<file path="src/rtl/seq_detector_param_pkg.sv">
// Purpose : shared defaults and width helper for the parameterised serial sequence detector.
// Latency : n/a (package only).
// Backpress: n/a (package only).
//
// Contents: DEF_PATTERN / DEF_LEN / DEF_OVERLAP reset-time configuration,
//           lw_of() giving the width needed to hold a fill level 0..MAX_LEN.
package seq_det_pkg;

   // Configuration loaded while reset is asserted: overlapping detector for 1011.
   localparam logic [31:0] DEF_PATTERN = 32'b1011;
   localparam int          DEF_LEN     = 4;
   localparam bit          DEF_OVERLAP = 1'b1;

   // Width of a counter that must represent every value 0..max_len inclusive.
   function automatic int lw_of(input int max_len);
      return $clog2(max_len + 1);
   endfunction

endpackage

</file>
<file path="src/rtl/seq_detector_param_if.sv">
// Purpose : bundles the detector's serial input, configuration and status signals.
// Latency : n/a (wiring only).
// Backpress: none; tick is a strobe and the detector always accepts it.
//
// Signals: in/tick    serial bit and its sample strobe
//          load, cfg_*  configuration latch request and values
//          clr_count  synchronous clear of the match counter
//          out, progress, match_count  detector status
// master drives the stimulus side, slave is the detector side.
interface seq_detector_param_if import seq_det_pkg::*; #(
   parameter int MAX_LEN = 8,
   parameter int CNT_W   = 8
);
   localparam int LW = lw_of(MAX_LEN);

   logic               in;
   logic               tick;
   logic               load;
   logic [MAX_LEN-1:0] cfg_pattern;
   logic [LW-1:0]      cfg_len;
   logic               cfg_overlap;
   logic               clr_count;
   logic               out;
   logic [LW-1:0]      progress;
   logic [CNT_W-1:0]   match_count;

   modport master (
      output in, tick, load, cfg_pattern, cfg_len, cfg_overlap, clr_count,
      input  out, progress, match_count
   );

   modport slave (
      input  in, tick, load, cfg_pattern, cfg_len, cfg_overlap, clr_count,
      output out, progress, match_count
   );

endinterface

</file>
<file path="src/rtl/seq_detector_param_sat_counter.sv">
// Purpose : up-counter that sticks at MAX_VAL instead of wrapping; clear wins over increment.
// Latency : count reflects inc/clr one clock after they are sampled.
// Backpress: none; inc beyond MAX_VAL is silently absorbed.
//
// Ports: clk, reset (async, active-high), inc, clr -> count[WIDTH-1:0]
module sat_counter #(
   parameter int               WIDTH   = 8,
   parameter logic [WIDTH-1:0] MAX_VAL = '1
) (
   input  logic             clk,
   input  logic             reset,
   input  logic             inc,
   input  logic             clr,
   output logic [WIDTH-1:0] count
);

   logic [WIDTH-1:0] r_count;

   always_ff @(posedge clk or posedge reset) begin
      if (reset) begin
         r_count <= '0;
      end else if (clr) begin
         r_count <= '0;
      end else if (inc && (r_count != MAX_VAL)) begin
         r_count <= r_count + 1'b1;
      end
   end

   assign count = r_count;

endmodule

</file>
<file path="src/rtl/seq_detector_param.sv">
// Purpose : serial pattern detector with run-time pattern/length/overlap and a saturating match count.
// Latency : out and match_count reflect a tick one clock after it is sampled; out holds until the next tick.
// Backpress: none; every tick without load is consumed, a tick coinciding with load is dropped.
//
// Ports: clk, reset (async, active-high)
//        bus (seq_detector_param_if.slave): in/tick serial input, load + cfg_* configuration,
//        clr_count, and outputs out, progress (history fill level), match_count.
module seq_detector_param #(
   parameter int          MAX_LEN     = 8,
   parameter int          CNT_W       = 8,
   parameter logic [31:0] DEF_PATTERN = seq_det_pkg::DEF_PATTERN,
   parameter int          DEF_LEN     = seq_det_pkg::DEF_LEN,
   parameter bit          DEF_OVERLAP = seq_det_pkg::DEF_OVERLAP
) (
   input logic                 clk,
   input logic                 reset,
   seq_detector_param_if.slave bus
);
   import seq_det_pkg::*;

   localparam int            LW       = lw_of(MAX_LEN);
   localparam logic [LW-1:0] FILL_MAX = LW'(MAX_LEN);

   // Registered configuration; detection never looks at cfg_* directly.
   logic [MAX_LEN-1:0] r_pattern;
   logic [LW-1:0]      r_len;
   logic               r_overlap;

   // The oldest history bit would be shifted out on the very tick it could be
   // compared, so only MAX_LEN-1 bits need storing; the incoming bit completes
   // the MAX_LEN-wide window used for comparison.
   logic [MAX_LEN-2:0] r_hist;
   logic               r_out;

   logic               w_accept;
   logic [MAX_LEN-1:0] w_hist_next;
   logic [MAX_LEN-1:0] w_mask;
   logic [LW-1:0]      w_fill;
   logic [LW-1:0]      w_fill_next;
   logic               w_len_ok;
   logic               w_match;
   logic               w_fill_clr;
   logic [CNT_W-1:0]   w_count;

   // A tick that arrives together with load is swallowed by the reconfiguration.
   assign w_accept    = bus.tick & ~bus.load;
   assign w_hist_next = {r_hist, bus.in};

   // Fill value as it will be after this tick (before any non-overlap clear).
   assign w_fill_next = (w_fill == FILL_MAX) ? w_fill : w_fill + 1'b1;

   // Length 0 would give an empty mask that matches everything, and lengths
   // beyond MAX_LEN cannot be satisfied, so both switch detection off.
   assign w_len_ok = (r_len != '0) && (r_len <= FILL_MAX);

   always_comb begin
      w_mask = '0;
      for (int i = 0; i < MAX_LEN; i++) begin
         w_mask[i] = (i < int'(r_len));
      end
   end

   // Requiring the fill to cover len keeps stale/zero history from forming a
   // match, and in non-overlap mode forces len fresh bits after each hit.
   assign w_match = w_len_ok
                 && (((w_hist_next ^ r_pattern) & w_mask) == '0)
                 && (w_fill_next >= r_len);

   always_ff @(posedge clk or posedge reset) begin
      if (reset) begin
         r_hist    <= '0;
         r_out     <= 1'b0;
         r_pattern <= DEF_PATTERN[MAX_LEN-1:0];
         r_len     <= LW'(DEF_LEN);
         r_overlap <= DEF_OVERLAP;
      end else if (bus.load) begin
         r_hist    <= '0;
         r_out     <= 1'b0;
         r_pattern <= bus.cfg_pattern;
         r_len     <= bus.cfg_len;
         r_overlap <= bus.cfg_overlap;
      end else if (w_accept) begin
         r_hist    <= w_hist_next[MAX_LEN-2:0];
         r_out     <= w_match;
      end
   end

   // Fill restarts on reconfiguration, and after a hit when overlaps are not allowed.
   assign w_fill_clr = bus.load | (w_accept & w_match & ~r_overlap);

   sat_counter #(
      .WIDTH   (LW),
      .MAX_VAL (FILL_MAX)
   ) u_fill (
      .clk   (clk),
      .reset (reset),
      .inc   (w_accept),
      .clr   (w_fill_clr),
      .count (w_fill)
   );

   sat_counter #(
      .WIDTH (CNT_W)
   ) u_match_cnt (
      .clk   (clk),
      .reset (reset),
      .inc   (w_accept & w_match),
      .clr   (bus.clr_count),
      .count (w_count)
   );

   assign bus.out         = r_out;
   assign bus.progress    = w_fill;
   assign bus.match_count = w_count;

endmodule

</file>
<file path="src/flat_wrapper.sv">
// flat-port wrapper written by rule: the top's interface ports become plain ports
module seq_detector_param_flat import seq_det_pkg::*;
#(
   parameter int          MAX_LEN     = 8,
   parameter int          CNT_W       = 8,
   parameter logic [31:0] DEF_PATTERN = seq_det_pkg::DEF_PATTERN,
   parameter int          DEF_LEN     = seq_det_pkg::DEF_LEN,
   parameter bit          DEF_OVERLAP = seq_det_pkg::DEF_OVERLAP
)
  (clk, reset, bus_in, bus_tick, bus_load, bus_cfg_pattern, bus_cfg_len, bus_cfg_overlap, bus_clr_count, bus_out, bus_progress, bus_match_count);
  seq_detector_param_if #(.MAX_LEN(MAX_LEN), .CNT_W(CNT_W)) bus_i ();
  input logic clk;
  input logic reset;
  input wire logic [$bits(bus_i.in)-1:0] bus_in;
  input wire logic [$bits(bus_i.tick)-1:0] bus_tick;
  input wire logic [$bits(bus_i.load)-1:0] bus_load;
  input wire logic [$bits(bus_i.cfg_pattern)-1:0] bus_cfg_pattern;
  input wire logic [$bits(bus_i.cfg_len)-1:0] bus_cfg_len;
  input wire logic [$bits(bus_i.cfg_overlap)-1:0] bus_cfg_overlap;
  input wire logic [$bits(bus_i.clr_count)-1:0] bus_clr_count;
  output wire logic [$bits(bus_i.out)-1:0] bus_out;
  output wire logic [$bits(bus_i.progress)-1:0] bus_progress;
  output wire logic [$bits(bus_i.match_count)-1:0] bus_match_count;
  assign bus_i.in = bus_in;
  assign bus_i.tick = bus_tick;
  assign bus_i.load = bus_load;
  assign bus_i.cfg_pattern = bus_cfg_pattern;
  assign bus_i.cfg_len = bus_cfg_len;
  assign bus_i.cfg_overlap = bus_cfg_overlap;
  assign bus_i.clr_count = bus_clr_count;
  assign bus_out = bus_i.out;
  assign bus_progress = bus_i.progress;
  assign bus_match_count = bus_i.match_count;
  seq_detector_param #(.MAX_LEN(MAX_LEN), .CNT_W(CNT_W), .DEF_PATTERN(DEF_PATTERN), .DEF_LEN(DEF_LEN), .DEF_OVERLAP(DEF_OVERLAP)) u_core (.clk(clk), .reset(reset), .bus(bus_i));
endmodule
</file>
<file path="config.mk">
export PLATFORM = sky130hd
export DESIGN_NAME = seq_detector_param_flat
export DESIGN_NICKNAME = d
export VERILOG_FILES = /design/src/rtl/seq_detector_param_pkg.sv /design/src/rtl/seq_detector_param_if.sv /design/src/rtl/seq_detector_param_sat_counter.sv /design/src/rtl/seq_detector_param.sv /design/src/flat_wrapper.sv
export SDC_FILE = /design/constraint.sdc
export NUM_CORES = 1
export LEC_CHECK = 0
export CAP_MARGIN = 30
export CORE_MARGIN = 2
export CORE_UTILIZATION = 30
export CTS_CLUSTER_DIAMETER = 100
export DETAILED_ROUTE_END_ITERATION = 10
export GPL_TIMING_DRIVEN = 0
export PLACE_DENSITY = 0.57
export SLEW_MARGIN = 20
export SYNTH_ARGS = -nofsm -noshare
export SYNTH_HDL_FRONTEND = slang
export SYNTH_SLANG_ARGS = --single-unit
</file>
<file path="constraint.sdc">
create_clock -name clk -period 7.4 [get_ports clk]
set_input_delay 2.22 -clock clk [delete_from_list [all_inputs] [get_ports clk]]
set_output_delay 2.22 -clock clk [all_outputs]
set_load 0.02 [all_outputs]
</file>
Word level (Yosys, flattened, before mapping)
Index checks and enable logic that the tools add are counted.

operators by class
  bitwise logic cells = 8
  $lt $le $gt $ge = 10
  eq/ne operators = 3
  reduce and logical (&&, ||, !) cells = 10
  $add $sub $neg = 2
  muxes and demuxes = 9

operators by type and width
  cell                 count
  $lt 3x4->1 const A   4
  $mux 8               2
  $mux 7               2
  $mux 4               3
  $add 8x1->8 const B  1
  $and 8x8->8          1
  $logic_not 8->1      1
  $lt 1x4->1 const A   2
  $lt 2x4->1 const A   2
  $ne 8x8->1 const B   1
  $xor 8x8->8          1
  $reduce_bool 2->1    3
  $logic_and 1x1->1    5
  $add 4x1->4 const B  1
  $eq 4x4->1 const B   1
  $ge 4x4->1           1
  $le 4x4->1 const B   1
  $ne 4x4->1 const B   1
  $reduce_bool 4->1    1
  $and 1x1->1          3
  $mux 1               2
  $not 1->1            2
  $or 1x1->1           1

word-level totals
  word-level logic and storage cells = 49
  register bits = 33

Longest topological paths before layout
  depth after elaboration = 9
  gate-level depth with buffers = 12
  depth with buffers taken out = 12

Modules after synthesis
From an unflattened synthesis, not the netlist that was laid out.

unflattened totals
  cell total of the unflattened synthesis = 181
  area, all modules = 1905.6 um^2

by module, submodules not included
  module                             area each (um^2)  cells an instance  seq. area each (um^2)  instances
  seq_detector_param                 1168.6            108                531.8                  1
  sat_counter at u_core.u_match_cnt  504.2             49                 200.2                  1
  sat_counter at u_core.u_fill       232.7             24                 100.1                  1

Least setup slack after synthesis
Ideal clock, no wire load.

  path type = input -> register
  start = in bus_tick
  end = reg u_core.u_match_cnt.r_count[7] (netlist: u_core.u_match_cnt.count[7])
  arrival = 3.737 ns
  setup slack = 3.585 ns
  path buffers = 1
  cell stages on the path = 7
  cell sequence = buf_4 nor2b_1 nand2_1 a211oi_4 nand3_4 or4_1 a21oi_1

on the way
  longest elaborated chain between the ends = 4

RTL lines
  what                                RTL line                              source
  start: declaration                  flat_wrapper.sv:15                    input wire logic [$bits(bus_i.tick)-1:0] bus_tick;
  $and 1x1->1                         seq_detector_param.sv:46              assign w_accept = bus.tick & ~bus.load;
  $and 1x1->1                         seq_detector_param.sv:107             .inc (w_accept & w_match),
  $logic_and 1x1->1                   seq_detector_param_sat_counter.sv:24  end else if (inc && (r_count != MAX_VAL)) begin
  $reduce_bool 2->1 (no source line)  -
  end signal: assignment              seq_detector_param_sat_counter.sv:25  r_count <= r_count + 1'b1;
  end: declaration                    seq_detector_param_sat_counter.sv:17  logic [WIDTH-1:0] r_count;

No other way between the ends.
A chain may end at the register's enable or synchronous reset.

Final worst setup path
  start = in bus_load
  end = reg u_core.u_match_cnt.r_count[7] (netlist: u_core.u_match_cnt.count[7])

on the way
  longest elaborated chain between the ends = 5

RTL lines
  what                                RTL line                              source
  start: declaration                  flat_wrapper.sv:16                    input wire logic [$bits(bus_i.load)-1:0] bus_load;
  $not 1->1                           seq_detector_param.sv:46
  $and 1x1->1                         seq_detector_param.sv:46
  $and 1x1->1                         seq_detector_param.sv:107
  $logic_and 1x1->1                   seq_detector_param_sat_counter.sv:24
  $reduce_bool 2->1 (no source line)  -

No other way between the ends.

==> flow_metrics.env <==
export IMPL_hold_path_class="register to register"
export IMPL_timing_critical_path_max_delay_family="simple AND/OR/NAND/NOR gates"
export IMPL_via_count_of_the_first_global_routing_pass=1255
export IMPL_hold_viol=0
export IMPL_worst_r2r_setup_slack_ns=4.30
export IMPL_synth_async_sr_flop_share_pct=100
export IMPL_gp_routability_congestion=0.801
export IMPL_tritoncts_num_buffers=5
export IMPL_vias_per_cell=4.89
export IMPL_leakagePower_nw=0.909
export IMPL_cp_num_buf_inv=1
export IMPL_grt_ovfl_total=0
export IMPL_combPwrFrac_pct=16.5
export IMPL_drt_pass1_iterations=4
export IMPL_detailedPlacementHpwl_um=2700
export IMPL_grt_max_degree=34
export IMPL_finalCoreUtilization_pct=38.5
export IMPL_number_of_remaining_drc_errors=0
export IMPL_place_port_buffers=29
export IMPL_wire_per_inst_um=13.4
export IMPL_final_hold_worst_slack_ns=0.483
export IMPL_clock_group_share_of_total_power_pct=33.0
export IMPL_worst_path_max_delay_cell="sky130_fd_sc_hd__or4_1"
export IMPL_timing_clock_skew_ns=0.0105
export IMPL_top_fanout_value_on_the_critical_path=10
export IMPL_sw_frac_of_total_pct=27.3
export IMPL_worstMarginPinSlew_ns=0.713
export IMPL_root_buffer="sky130_fd_sc_hd__clkbuf_8"
export IMPL_groute_usage_overall_pct=12.8
export IMPL_synth_area_leader_cell="sky130_fd_sc_hd__dfrtp_1"
export IMPL_fraction_of_synthesized_cell_area_taken_by_the_top_area_cell_type_pct=39.5
export IMPL_fin_nets=226
export IMPL_dr_first_iter_drc_count=67
export IMPL_clk_pin_slew_worst_paths_ns=0.07
export IMPL_mappedNetlistArea_mm2=0.00177
export IMPL_intPower_mw=0.289
export IMPL_worst_ir_drop_vdd_uv=103
export IMPL_die_width_um=80.9
export IMPL_post_place_setup_slack_ns=3.13
export IMPL_yosys_cell_types_count=35
export IMPL_die_height_um=80.9
export IMPL_cts_root_to_sink_buffers=2
export IMPL_antenna_found_initial=0
export IMPL_cts_hold_fix_buffers=0
export IMPL_min_period_over_period_pct=53.7
export IMPL_status="complete, no violations"
export IMPL_cts_setup_buffers=0
export IMPL_cts_resized=0
export IMPL_route_final_wire_length_um=3700
export IMPL_worst_slack_ns=3.42
export IMPL_fmax_ghz=0.252
export IMPL_antenna_diode_count=0
export IMPL_numClockSinks=33
export IMPL_maxCapViolCount=0
export IMPL_ioPinCount=32
export IMPL_count_of_state_elements_after_synthesis=33
export IMPL_layout_min_cycle_time_ns=3.98
export IMPL_grt_setup_unrepaired="no"
export IMPL_timing_critical_path_arrival_ns=4.19
export IMPL_maxSlewViolCount=0
export IMPL_postSynthNetCount=190
export IMPL_powerDensity_mw_per_mm2=177
export IMPL_fill_cells=617
export IMPL_end_kind="register"
export IMPL_cp_start_kind="input port"
export IMPL_setup_tns_final_ns=0
export IMPL_synth_yosys_warnings=0
export IMPL_synth_ff_type="sky130_fd_sc_hd__dfrtp_1"
export IMPL_setup_violations_final=0
export IMPL_area_growth_synth_to_final_pct=26.3
export IMPL_first_pass_grt_wire_length_um=6330
export IMPL_clock_latency_of_the_later_clocked_register_in_the_worst_skew_pair_ns=0.29
export IMPL_netlist_top_cells_area="sky130_fd_sc_hd__dfrtp_1, sky130_fd_sc_hd__dfstp_2, sky130_fd_sc_hd__mux2_2"
export IMPL_cts_tree="built"
export IMPL_per_instance_average_area_after_synthesis_um2=10.8
export IMPL_timing_setup_critical_path_class="input port to register"
export IMPL_multi_input_area_um2=897
export IMPL_pwr_share_seq_pct=50.5
export IMPL_worstPathCellList="clkdlybuf4s50_1, nor2b_1, nand2_1, a211oi_4, nand3_4, or4_1, a21oi_1"
export IMPL_worst_path_largest_cell_delay_ns=0.49
export IMPL_post_route_cells_drive_above_1_share_pct=14.9
export IMPL_placeableCoreArea_mm2=0.00582
export IMPL_power_switching_mw=0.108
export IMPL_synth_seq_area_share_pct=46.9
export IMPL_synth_edff_count=0
export IMPL_h_tree_depth=2
export IMPL_final_seq_area_um2=832
export IMPL_std_cell_rows=28
export IMPL_syn_instance_count=164
export IMPL_initial_utilization_pct=30.5
export IMPL_design_die_area_mm2=0.00654
export IMPL_cp_data_required_time_ns=7.61
export IMPL_ant_nets=0
export IMPL_vias=1350
export IMPL_worst_slew_margin_rel_pct=51.2
## kinds of logic (layout without fill, tap and decap cells)
logic type	Yosys count	after routing	share of synthesized area, %
xor gates and xnor gates	13	13	6.42
and+or+nand+nor	55	55	16.1
buffers and inverters	11	48	2.54
muxes	22	22	13.2
AOI/OAI and AO/OA	23	23	9.87
DFF	33	33	46.9
adders and majority gates	7	7	4.94
## flip-flops by register name, indices dropped and copies added, names as in the netlist
signal / cells
u_core.bus.out: 1
u_core.r_hist: 7
u_core.r_len: 4
u_core.r_overlap: 1
u_core.r_pattern: 8
u_core.u_fill.count: 4
u_core.u_match_cnt.count: 8
## worst paths after layout
check / start / endpoint / cells after the start
min in group asynchronous: reset / u_core.u_match_cnt.count[4]$_DFFE_PP0P_ / 2
min: u_core.bus.out$_DFFE_PP0P_ / u_core.bus.out$_DFFE_PP0P_ / 2
max: bus_load / u_core.u_match_cnt.count[7]$_DFFE_PP0P_ / 7
min reg2reg: u_core.bus.out$_DFFE_PP0P_ / u_core.bus.out$_DFFE_PP0P_ / 2
max in group asynchronous: reset / u_core.r_hist[0]$_DFFE_PP0P_ / 2
max reg2reg: u_core.u_fill.count[0]$_DFFE_PP0P_ / u_core.u_match_cnt.count[7]$_DFFE_PP0P_ / 11
## Yosys cell counts (3+ instances only)
| cell type | number |
|---|---|
| sky130_fd_sc_hd__mux2i_1 | 11 |
| sky130_fd_sc_hd__nand3_1 | 7 |
| sky130_fd_sc_hd__mux2_2 | 11 |
| sky130_fd_sc_hd__nand2_1 | 11 |
| sky130_fd_sc_hd__a21oi_1 | 6 |
| sky130_fd_sc_hd__ha_1 | 7 |
| sky130_fd_sc_hd__xnor2_1 | 10 |
| sky130_fd_sc_hd__nor3_1 | 7 |
| sky130_fd_sc_hd__xor2_1 | 3 |
| sky130_fd_sc_hd__dfrtp_1 | 28 |
| sky130_fd_sc_hd__dfstp_2 | 5 |
| sky130_fd_sc_hd__inv_1 | 6 |
| sky130_fd_sc_hd__clkbuf_1 | 3 |
| sky130_fd_sc_hd__o21ai_0 | 6 |
| sky130_fd_sc_hd__nor2_1 | 17 |
## placed cells by master (no fill, tap or decap), drive strengths merged, types with 7 or more instances in the layout
| cell | count |
|---|---|
| dfrtp | 28 |
| nand3 | 8 |
| mux2i | 11 |
| nor2 | 17 |
| nand2 | 11 |
| clkbuf | 9 |
| ha | 7 |
| mux2 | 11 |
| clkdlybuf4s50 | 29 |
| nor3 | 7 |
| xnor2 | 10 |
## final cells by class
type / instances / share of cell area (%)
clock inverter: 2 / 0.447
clock buffer: 6 / 3.24
sequential: 33 / 37.1
tap: 75 / 4.19
timing repair buffer: 29 / 13.0
inverter: 6 / 1.01
buffer: 5 / 1.01
multi-input combinational: 120 / 40.0
## per-stage QoR
stage               cells  area, um2  total power [mW]
floorplan             164       1770             0.248
detailed placement    268       2160             0.271
global placement      268       2160             0.269
global route          276       2240             0.420
CTS                   276       2240             0.403
finish                276       2240             0.398
## power by group through the flow
stage | Sequential (mW) | Combinational (mW) | Clock [mW]
finish | 0.201 | 0.0657 | 0.131
floorplan | 0.203 | 0.0446 | 0
global placement | 0.204 | 0.0657 | 0
global route | 0.202 | 0.0738 | 0.144
detailed placement | 0.204 | 0.0667 | 0
CTS | 0.201 | 0.0670 | 0.135
## worst register-to-register path, cell delays in order (launching register included)
cell	delay (ns)
sky130_fd_sc_hd__dfrtp_1	0.41
sky130_fd_sc_hd__inv_1	0.13
sky130_fd_sc_hd__ha_1	0.16
sky130_fd_sc_hd__nand2_1	0.08
sky130_fd_sc_hd__nor2_1	0.20
sky130_fd_sc_hd__mux2_2	0.37
sky130_fd_sc_hd__ha_1	0.27
sky130_fd_sc_hd__a2111oi_0	0.13
sky130_fd_sc_hd__nor4_2	0.43
sky130_fd_sc_hd__nand3_4	0.18
sky130_fd_sc_hd__or4_1	0.50
sky130_fd_sc_hd__a21oi_1	0.15
## per-layer routing
layer / global-route usage, % / share of wire (%) / up-vias / routed length [um]
met3: 3.00 / 3.1 / 6 / 116
met2: 19.2 / 48 / 24 / 1760
met4: 5.08 / 1.9 / 0 / 70
met5: 0 / 0 / - / 0
li1: - / - / 656 / -
met1: 17.8 / 47 / 664 / 1750
(Power assumes the default switching activity.)
